===== config.mk =====
export PLATFORM = sky130hd
export DESIGN_NAME = operand_shifter_stage
export DESIGN_NICKNAME = d
export VERILOG_FILES = /design/src/rtl/arm_pkg.sv /design/src/rtl/barrel_shifter_core.sv /design/src/rtl/operand_shifter_stage.sv
export SDC_FILE = /design/constraint.sdc
export NUM_CORES = 1
export LEC_CHECK = 0
export ABC_AREA = 1
export CORE_ASPECT_RATIO = 1.4
export CORE_UTILIZATION = 32
export CTS_CLUSTER_DIAMETER = 40
export DETAILED_ROUTE_END_ITERATION = 7
export MAX_ROUTING_LAYER = met4
export PLACE_DENSITY = 0.59
export SLEW_MARGIN = 20
export SYNTH_ARGS = -nofsm -noshare
export SYNTH_HDL_FRONTEND = slang
export SYNTH_HIERARCHICAL = 1
export SYNTH_SLANG_ARGS = --single-unit

===== constraint.sdc =====
create_clock -name clk -period 5.45 [get_ports clk]
set_input_delay 0.8175 -clock clk [delete_from_list [all_inputs] [get_ports clk]]
set_output_delay 0.8175 -clock clk [all_outputs]
set_load 0.1 [all_outputs]

===== src/rtl/arm_pkg.sv =====
// Shared ARM7 data-path constants for the operand shifter stage.
//   - shift-type encodings (instruction bits [6:5])
//   - operand B source select encodings
//   - data-processing opcodes (instruction bits [24:21])
//   - operand shifter stage FSM state type
package arm_pkg;

  localparam logic [1:0] SHIFT_LSL = 2'd0;
  localparam logic [1:0] SHIFT_LSR = 2'd1;
  localparam logic [1:0] SHIFT_ASR = 2'd2;
  localparam logic [1:0] SHIFT_ROR = 2'd3;

  localparam logic [1:0] OPB_IMM     = 2'd0;
  localparam logic [1:0] OPB_REG_IMM = 2'd1;
  localparam logic [1:0] OPB_REG_REG = 2'd2;

  localparam logic [3:0] OP_AND = 4'd0;
  localparam logic [3:0] OP_EOR = 4'd1;
  localparam logic [3:0] OP_SUB = 4'd2;
  localparam logic [3:0] OP_RSB = 4'd3;
  localparam logic [3:0] OP_ADD = 4'd4;
  localparam logic [3:0] OP_ADC = 4'd5;
  localparam logic [3:0] OP_SBC = 4'd6;
  localparam logic [3:0] OP_RSC = 4'd7;
  localparam logic [3:0] OP_TST = 4'd8;
  localparam logic [3:0] OP_TEQ = 4'd9;
  localparam logic [3:0] OP_CMP = 4'd10;
  localparam logic [3:0] OP_CMN = 4'd11;
  localparam logic [3:0] OP_ORR = 4'd12;
  localparam logic [3:0] OP_MOV = 4'd13;
  localparam logic [3:0] OP_BIC = 4'd14;
  localparam logic [3:0] OP_MVN = 4'd15;

  typedef enum logic [1:0] {
    StIdle,
    StShiftWait,
    StFull
  } stage_state_e;

endpackage


===== src/rtl/barrel_shifter_core.sv =====
// Combinational ARM7 barrel shifter.
//   value      : operand to shift
//   amount     : shift amount (imm form uses [4:0] only; reg form uses all 8 bits)
//   shift_type : LSL/LSR/ASR/ROR
//   imm_form   : 1 = immediate-amount semantics (#0 encodes LSR/ASR #32, RRX)
//   carry_in   : current C flag
//   result     : shifted value
//   carry      : shifter carry-out
module barrel_shifter_core
  import arm_pkg::*;
(
  input  logic [31:0] value,
  input  logic [7:0]  amount,
  input  logic [1:0]  shift_type,
  input  logic        imm_form,
  input  logic        carry_in,
  output logic [31:0] result,
  output logic        carry
);

  logic [4:0]  n;
  logic [4:0]  n_m1;
  logic [4:0]  n_lsl;
  logic [31:0] lsl_v;
  logic [31:0] lsr_v;
  logic [31:0] asr_v;
  logic [31:0] rot_v;
  logic        big;
  logic        eq32;

  assign n     = amount[4:0];
  assign n_m1  = n - 5'd1;
  // 32 - n modulo 32; only used for n in 1..31, where it is exact.
  assign n_lsl = 5'd0 - n;
  assign lsl_v = value << n;
  assign lsr_v = value >> n;
  assign asr_v = 32'($signed(value) >>> n);
  assign rot_v = (value >> n) | (value << n_lsl);
  assign big   = (amount[7:5] != 3'd0);
  assign eq32  = (amount == 8'd32);

  always_comb begin
    result = value;
    carry  = carry_in;
    if (imm_form) begin
      unique case (shift_type)
        SHIFT_LSL: begin
          if (n != 5'd0) begin
            result = lsl_v;
            carry  = value[n_lsl];
          end
        end
        SHIFT_LSR: begin
          if (n == 5'd0) begin
            result = '0;
            carry  = value[31];
          end else begin
            result = lsr_v;
            carry  = value[n_m1];
          end
        end
        SHIFT_ASR: begin
          if (n == 5'd0) begin
            result = {32{value[31]}};
            carry  = value[31];
          end else begin
            result = asr_v;
            carry  = value[n_m1];
          end
        end
        default: begin
          if (n == 5'd0) begin
            // RRX
            result = {carry_in, value[31:1]};
            carry  = value[0];
          end else begin
            result = rot_v;
            carry  = value[n_m1];
          end
        end
      endcase
    end else if (amount != 8'd0) begin
      unique case (shift_type)
        SHIFT_LSL: begin
          if (big) begin
            result = '0;
            carry  = eq32 ? value[0] : 1'b0;
          end else begin
            result = lsl_v;
            carry  = value[n_lsl];
          end
        end
        SHIFT_LSR: begin
          if (big) begin
            result = '0;
            carry  = eq32 ? value[31] : 1'b0;
          end else begin
            result = lsr_v;
            carry  = value[n_m1];
          end
        end
        SHIFT_ASR: begin
          if (big) begin
            result = {32{value[31]}};
            carry  = value[31];
          end else begin
            result = asr_v;
            carry  = value[n_m1];
          end
        end
        default: begin
          // Nonzero multiple of 32: value unchanged, carry is the top bit.
          if (n == 5'd0) begin
            carry = value[31];
          end else begin
            result = rot_v;
            carry  = value[n_m1];
          end
        end
      endcase
    end
  end

endmodule


===== src/rtl/operand_shifter_stage.sv =====
// Pipeline stage in front of the ALU: registers opcode and Rn, builds operand B
// (rotated immediate or shifted Rm) and the shifter carry-out.
//   clk, reset                 : clock, async active-high reset
//   in_valid / in_ready        : upstream handshake
//   alu_control_in, operand_a_in : passed through
//   rm_value, rs_value, imm8, imm_rot, shift_type, shift_imm, op_sel, carry_in : operand B controls
//   flush                      : drop in-flight content
//   out_valid / out_ready      : ALU-side handshake
//   alu_control, operand_a, operand_b, shifter_carry : registered results
module operand_shifter_stage
  import arm_pkg::*;
#(
  parameter bit REG_SHIFT_EXTRA_CYCLE = 1'b1
) (
  input  logic        clk,
  input  logic        reset,
  input  logic        in_valid,
  output logic        in_ready,
  input  logic [3:0]  alu_control_in,
  input  logic [31:0] operand_a_in,
  input  logic [31:0] rm_value,
  input  logic [31:0] rs_value,
  input  logic [7:0]  imm8,
  input  logic [3:0]  imm_rot,
  input  logic [1:0]  shift_type,
  input  logic [4:0]  shift_imm,
  input  logic [1:0]  op_sel,
  input  logic        carry_in,
  input  logic        flush,
  output logic        out_valid,
  input  logic        out_ready,
  output logic [3:0]  alu_control,
  output logic [31:0] operand_a,
  output logic [31:0] operand_b,
  output logic        shifter_carry
);

  stage_state_e state_q, state_d;

  logic [3:0]  alu_control_q;
  logic [31:0] operand_a_q, operand_b_q;
  logic        shifter_carry_q;

  // Operands held across the extra register-shift cycle.
  logic [31:0] cap_rm_q, cap_rn_q;
  logic [7:0]  cap_rs_q;
  logic [1:0]  cap_type_q;
  logic [3:0]  cap_op_q;
  logic        cap_c_q;

  logic        accept;
  logic        defer;
  logic        load_out;
  logic        in_wait;

  logic [31:0] sh_value;
  logic [7:0]  sh_amount;
  logic [1:0]  sh_type;
  logic        sh_imm_form;
  logic        sh_carry_in;
  logic [31:0] sh_result;
  logic        sh_carry;

  assign in_wait  = (state_q == StShiftWait);
  assign in_ready = (state_q == StIdle) || ((state_q == StFull) && out_ready);
  assign accept   = in_valid && in_ready;
  assign defer    = REG_SHIFT_EXTRA_CYCLE && (op_sel == OPB_REG_REG);
  assign load_out = !flush && ((accept && !defer) || in_wait);

  always_comb begin
    state_d = state_q;
    if (flush) begin
      state_d = StIdle;
    end else begin
      unique case (state_q)
        StIdle: begin
          if (accept) state_d = defer ? StShiftWait : StFull;
        end
        StShiftWait: state_d = StFull;
        default: begin
          if (accept) state_d = defer ? StShiftWait : StFull;
          else if (out_ready) state_d = StIdle;
        end
      endcase
    end
  end

  // One shifter serves every form; the waiting register shift takes priority.
  always_comb begin
    sh_value    = rm_value;
    sh_amount   = {3'b0, shift_imm};
    sh_type     = shift_type;
    sh_imm_form = 1'b1;
    sh_carry_in = carry_in;
    if (in_wait) begin
      sh_value    = cap_rm_q;
      sh_amount   = cap_rs_q;
      sh_type     = cap_type_q;
      sh_imm_form = 1'b0;
      sh_carry_in = cap_c_q;
    end else if (op_sel == OPB_IMM) begin
      // Register-form ROR by 2*rot gives the immediate carry rule for free.
      sh_value    = {24'b0, imm8};
      sh_amount   = {3'b0, imm_rot, 1'b0};
      sh_type     = SHIFT_ROR;
      sh_imm_form = 1'b0;
    end else if (op_sel == OPB_REG_REG) begin
      sh_amount   = rs_value[7:0];
      sh_imm_form = 1'b0;
    end
  end

  barrel_shifter_core u_shifter (
    .value      (sh_value),
    .amount     (sh_amount),
    .shift_type (sh_type),
    .imm_form   (sh_imm_form),
    .carry_in   (sh_carry_in),
    .result     (sh_result),
    .carry      (sh_carry)
  );

  always_ff @(posedge clk or posedge reset) begin
    if (reset) begin
      state_q         <= StIdle;
      alu_control_q   <= '0;
      operand_a_q     <= '0;
      operand_b_q     <= '0;
      shifter_carry_q <= 1'b0;
      cap_rm_q        <= '0;
      cap_rn_q        <= '0;
      cap_rs_q        <= '0;
      cap_type_q      <= '0;
      cap_op_q        <= '0;
      cap_c_q         <= 1'b0;
    end else begin
      state_q <= state_d;
      if (load_out) begin
        alu_control_q   <= in_wait ? cap_op_q : alu_control_in;
        operand_a_q     <= in_wait ? cap_rn_q : operand_a_in;
        operand_b_q     <= sh_result;
        shifter_carry_q <= sh_carry;
      end
      if (!flush && accept && defer) begin
        cap_rm_q   <= rm_value;
        cap_rn_q   <= operand_a_in;
        cap_rs_q   <= rs_value[7:0];
        cap_type_q <= shift_type;
        cap_op_q   <= alu_control_in;
        cap_c_q    <= carry_in;
      end
    end
  end

  assign out_valid     = (state_q == StFull);
  assign alu_control   = alu_control_q;
  assign operand_a     = operand_a_q;
  assign operand_b     = operand_b_q;
  assign shifter_carry = shifter_carry_q;

endmodule


==> metrics, run 1 <==
initial core utilization 32.5%; highest net fanout along the worst path 21; r2r endpoint operand_b[9]$_DFFE_PP0P_; Clk Latency, worst-skew pair 0.44 ns; crit start category primary input; Max Transition Viols Final 0; Clock Power Share 16.8%; root buffer cell clkbuf_16; Setup crit end kind register; R2R Path Start state_q[0]$_DFFE_PP0P_; NetSw 4.04 mW; syn nets 2856; WHS Path Cells 2; Vias/cell 5.59; vias in the first global route 18100; Die H 261 µm; GRT Residual Overflow 0; GRT Overall Usage 31.9%; Hold/Removal Path Class register to register; Hold Path Origin operand_b[22]$_DFFE_PP0P_; Post-CTS Setup Repair Bufs 0; P_leak 9.24 nW; actual slew at the worst max-slew pin 1.17 ns; H-tree Lvls 4; flop-to-flop setup slack 1.22 ns; CP required 5.83 ns; Vias 19300; CTS-repair resized insts 0; Pint 3.14 mW; RSZ-0062 raised after global routing false; Primary FF master, synth dfrtp_1; Worst VDD drop 299 µV; slew margin rel. 21.6%; pin count of the biggest net entering global routing 79; CTS clk-pin slew, worst paths 0.07 ns; post-synth top area cell nand2_1; commonest cells in the netlist nand2_1, nand3_1, dfrtp_1; placed insts 3410; P per Cell Area 391 nW/µm²; layout cells sized above 1 6.39%; post-synth cell types 36; PortBufs 173; final setup vio count 0; synth-to-layout area growth 20.0%; f_max 221 MHz; Seq/Total Area, Yosys 24.5%; global-route wire length before repair 114 mm; WP data arrival 4.91 ns; number of routed nets with antenna violations 0; placer congestion estimate 1.04; Comb power frac 61.6%; DR iter-0 viols 1947; DP HPWL 56.7 mm; die area 48800 µm²; Rows 94; Crit Path Category primary input to register; Synth Instances 2723; cts bufs inserted 17; clock sink count 150; Final min period 4.53 ns; EDFF count, synth 0; Fin. Hold Viols 0; Final TNS setup 0 ns; Mean Syn Cell Area 5.63 µm²; Synth Register Bits 150; worst r2r path cells 21; Yosys top cell area share 25.1%; most common cell in the synthesized netlist nand2_1; drt total wl 76.4 mm; Synth area leaders nand2_1, dfrtp_1, nand3_1; final period utilization 83.2%; Clock Tree Buf Depth 2; antenna violations before repair 4; core area 47200 µm²; # DRC 0; nets 2938; CTS tree done; Hold Path Sink operand_b[22]$_DFFE_PP0P_; total number of yosys warnings 6; max cap viols 0; Ports 198; Pre-Repair DR Iteration Count 6; Cell Count, Final, Fillers Out 3446; Layout Skew 0.0126 ns; switching share of power 56.3%; wire per inst 22.2 µm; sequential share of power 21.6%; CTS Hold Buffers Added 0; FFs w/ async S/R, synth 100%; status finished clean; Post-Syn Area 15300 µm²; Chip Width 187 µm
kinds of logic after synthesis:
kind of cell             share of synthesized area [%]
AND/OR/NAND/NOR                                   49.9
AO/OA/AOI/OAI                                     14.9
buffers and inverters                             10.0
flip-flops                                        24.5
adder cells (fa/ha/maj)                          0.490
XOR/XNOR                                         0.212
cell type report:
class / instances / area [µm²]
inverters: 151 / 574
clock buffers: 17 / 425
fillers: 5206 / 28800
multi-input cells: 2219 / 10200
repair buffers: 266 / 2520
clock inverters: 15 / 174
flip-flops and latches: 150 / 3750
well taps: 624 / 781
diodes: 4 / 10.0
flip-flops by register name (all words and copies together), names as in the netlist:
name / cells
cap_rm_q: 32
cap_rn_q: 32
operand_a: 32
operand_b: 32
cap_rs_q: 8
alu_control: 4
cap_op_q: 4
cap_type_q: 2
state_q: 2
cap_c_q: 1
shifter_carry: 1
power by group through the flow:
stage	Combinational, mW	Sequential (mW)	Clock [mW]
after floorplan	1.93	2.62	0
after global placement	4.34	1.56	0
after detailed placement	4.36	1.57	0
after CTS	4.37	1.55	1.23
after global routing	4.71	1.59	1.27
final	4.43	1.55	1.21
layout by cell type (no fill, tap or decap), types with 40 or more instances in the layout:
master,instances
nand2_1,1025
nand3_1,603
clkdlybuf4s50_1,173
dfrtp_1,150
a21oi_1,142
o21ai_0,139
inv_1,132
nor2_1,120
buf_4,86
o21ai_1,57
o211ai_1,40
worst max-delay path, stage by stage:
cell             delay, ns
clkdlybuf4s50_1       0.63
nor2_2                0.17
buf_12                0.19
o31ai_2               0.96
nand2_1               0.23
nand2_1               0.12
nand2_1               0.10
o21ai_0               0.27
nand2_1               0.20
o21ai_0               0.45
inv_1                 0.11
nand2_1               0.08
a21oi_1               0.07
nand2_1               0.08
nand2_1               0.05
nand2_1               0.05
nand2_1               0.06
nand2_1               0.07
nand3_1               0.08
nand2_1               0.11
through the flow:
step                cell area (µm²)  power [mW]  hold slack [ns]  utilization (%)  setup slack, ns
global route                  18400        7.58            0.492             39.0            0.666
global placement              17800        5.90            0.456             37.7            0.644
CTS                           18400        7.16            0.474             39.0             1.05
floorplan                     15300        4.55            0.453                -            0.596
detailed placement            17800        5.93            0.457             37.7            0.598
finish                        18400        7.19            0.472             39.0            0.918
layer usage:
layer	global-route usage, %	part of all wire, %	wire length, µm	vias up
met5	-	0	0	-
met4	20.6	6.8	5200	0
met3	4.62	7.4	5630	210
met1	36.5	38	29400	8990
li1	-	-	-	9183
met2	52.4	47	36200	886
worst max-delay path by stage:
stage,slack (ns),depth (start not counted),endpoint,startpoint
after floorplan,0.60,1,alu_control[0]$_DFFE_PP0P_,reset
after global placement,0.64,18,operand_b[10]$_DFFE_PP0P_,op_sel[0]
after detailed placement,0.60,20,operand_b[10]$_DFFE_PP0P_,op_sel[0]
after CTS,1.05,20,operand_b[10]$_DFFE_PP0P_,op_sel[0]
after global routing,0.67,18,operand_b[4]$_DFFE_PP0P_,op_sel[0]
final,0.92,20,operand_b[29]$_DFFE_PP0P_,op_sel[0]
No activity file was read; power rests on OpenSTA's default activity.
==> inputs of run 2 (changes only) <==
- PLACE_DENSITY: 0.59 -> 0.61
- clock period: 5.45 -> 3.7 ns (I/O delays scaled with it)
==> run 2 against run 1 <==
  * Combinational power increased by 65%
  * Non-clock buffer count increased by 282
  * Flip-flop and latch count unchanged
  * Core utilization increased by 5.4 points
  * Wire length increased by 5.0%
  * Clock skew increased by 0.0018 ns
  * Clock power increased by 50%
  * Critical path depth decreased by 1
  * Setup slack got worse by 0.86 ns
  * Total power increased by 59%
==> metrics, run 2 (same netlist as run 1, synthesis figures left out) <==
status finished clean; CP required 4.09 ns (-1.74 ns); Worst VDD drop 493 µV (+65%); Die H 261 µm (unchanged); highest net fanout along the worst path 13 (-38%); Rows 94 (unchanged); area of the multi-input gates 10200 µm² (+0.47%); nets 3220 (+9.6%); final setup vio count 0 (unchanged); Fin Hold WS 0.475 ns (+0.00369 ns); Setup crit end kind register; placer congestion estimate 1.06 (+2.8%); Layout Skew 0.0144 ns (+0.00184 ns); commonest cells after routing, fill and taps aside nand2_1, nand3_1, buf_4, clkdlybuf4s50_1, dfrtp_1; core area 47200 µm² (unchanged); Clk Latency, worst-skew pair 0.46 ns (+0.02 ns); global-route wire length before repair 120 mm (+4.9%); Hold/Removal Path Class register to register; PortBufs 173 (unchanged); layout cells sized above 1 15.4% (+9.0 points); Final TNS setup 0 ns (unchanged); DR iter-0 viols 1848 (-5.1%); root buffer cell clkbuf_16; die area 48800 µm² (unchanged); vias in the first global route 19800 (+9.4%); Crit Path Category primary input to register; cts bufs inserted 17 (unchanged); GRT Overall Usage 33.7% (+1.8 points); slew margin rel. 26.1% (+4.5 points); Ports 198 (unchanged); RSZ-0062 raised after global routing true; Fin. Hold Viols 0 (unchanged); pin count of the biggest net entering global routing 89 (+13%); P per Cell Area 545 nW/µm² (+40%); commonest non-fill, non-tap cell in the layout nand2_1; f_max 274 MHz; Clock Tree Buf Depth 2 (unchanged); CTS clk-pin slew, worst paths 0.07 ns (about the same); max cap viols 0 (unchanged); sequential cell area 3750 µm² (about the same); # DRC 0 (unchanged); crit start category primary input; worst setup margin 0.0533 ns (-0.865 ns); drt total wl 80.2 mm (+5.0%); DP HPWL 63.5 mm (+12%); clock sink count 150 (unchanged); WP data arrival 4.04 ns (-0.87 ns); Chip Width 187 µm (unchanged); initial core utilization 32.5% (unchanged); final period utilization 98.6%; number of routed nets with antenna violations 0 (unchanged); antenna violations before repair 6 (+2); P_leak 10.7 nW (+16%); GRT Residual Overflow 0 (unchanged); actual slew at the worst max-slew pin 1.11 ns (-0.0641 ns); Max Transition Viols Final 0 (unchanged); number of fill cells 4948 (-5.0%); wire per inst 21.5 µm (-3.0%); H-tree Lvls 4 (unchanged); Vias/cell 5.44 (-2.7%); CTS tree done; synth-to-layout area growth 36.7%; Vias 20300 (+5.4%); Pre-Repair DR Iteration Count 6 (unchanged); Final min period 3.65 ns; Setup WS pre-CTS -0.574 ns (-1.17 ns)
run 2: changes by cell type in the layout (fill, tap and decap cells not counted), moves of 4 or more:
cell,previous run,this run
buf_6,0,6
o31ai_2,8,2
a21oi_2,3,8
o21ai_2,0,4
buf_12,7,37
o31ai_1,17,22
a21oi_1,142,137
o21ai_1,57,53
buf_4,86,334
run 2: layout make-up:
| type | count | area share [%] |
|---|---|---|
| Clock inverter | 15 | 0.860 |
| Inverter | 151 | 2.73 |
| Multi-Input combinational cell | 2219 | 48.7 |
| Clock buffer | 17 | 2.03 |
| Timing Repair Buffer | 548 | 24.0 |
| Antenna cell | 6 | 0.0716 |
| Tap cell | 624 | 3.73 |
| Sequential cell | 150 | 17.9 |
run 2: final timing paths:
| check | cells after the start | startpoint | to | slack [ns] |
|---|---|---|---|---|
| setup / recovery | 19 | op_sel[0] | operand_b[3]$_DFFE_PP0P_ | 0.05 |
| max in group asynchronous | 3 | reset | operand_b[11]$_DFFE_PP0P_ | 2.34 |
| setup reg to reg | 19 | state_q[0]$_DFFE_PP0P_ | operand_b[3]$_DFFE_PP0P_ | 0.17 |
| hold reg to reg | 2 | operand_b[11]$_DFFE_PP0P_ | operand_b[11]$_DFFE_PP0P_ | 0.48 |
| hold / removal | 2 | operand_b[11]$_DFFE_PP0P_ | operand_b[11]$_DFFE_PP0P_ | 0.48 |
| min in group asynchronous | 2 | reset | cap_rn_q[13]$_DFFE_PP0P_ | 0.55 |
run 2: routing by layer:
| metal | part of all wire, % | global-route usage, % |
|---|---|---|
| met1 | 38 | 36.3 |
| met2 | 48 | 56.5 |
| met3 | 4.7 | 2.73 |
| met4 | 9.6 | 28.9 |
| met5 | 0 | - |
run 2: worst max-delay path, stage by stage:
cell	delay, ns
clkdlybuf4s50_1	0.53
nor2_2	0.08
buf_12	0.15
o31ai_1	0.67
buf_4	0.30
nand2_1	0.13
nand3_1	0.11
nand3_1	0.10
buf_4	0.14
nand3_1	0.10
nand3_1	0.27
nand2_1	0.19
o21ai_1	0.11
buf_4	0.15
a21oi_1	0.12
nand2_1	0.07
nand2_1	0.07
nand3_1	0.07
nand2_1	0.11
run 2: power by group:
part	switching, mW	internal, mW	leakage, nW
logic	5.04	2.27	8.55
registers	0.242	2.05	1.89
clock network	0.901	0.914	0.292
total	6.19	5.24	10.7
run 2: metrics by stage:
step	utilization [%]	power, mW	instances	cell area [µm²]
finish	44.4	11.4	3730	21000
global route	44.4	12.0	3730	21000
CTS	44.2	11.4	3723	20800
detailed placement	42.9	9.52	3691	20200
global placement	42.9	9.46	3691	20200
floorplan	-	6.70	2723	15300
run 2: repair_timing:
action,in CTS,in global routing
setup buffers,0,2
endpoints found under the setup margin,10,33
pin swaps,0,1
hold endpoints to repair,0,0
resized for setup,2,27
hold buffers,0,0
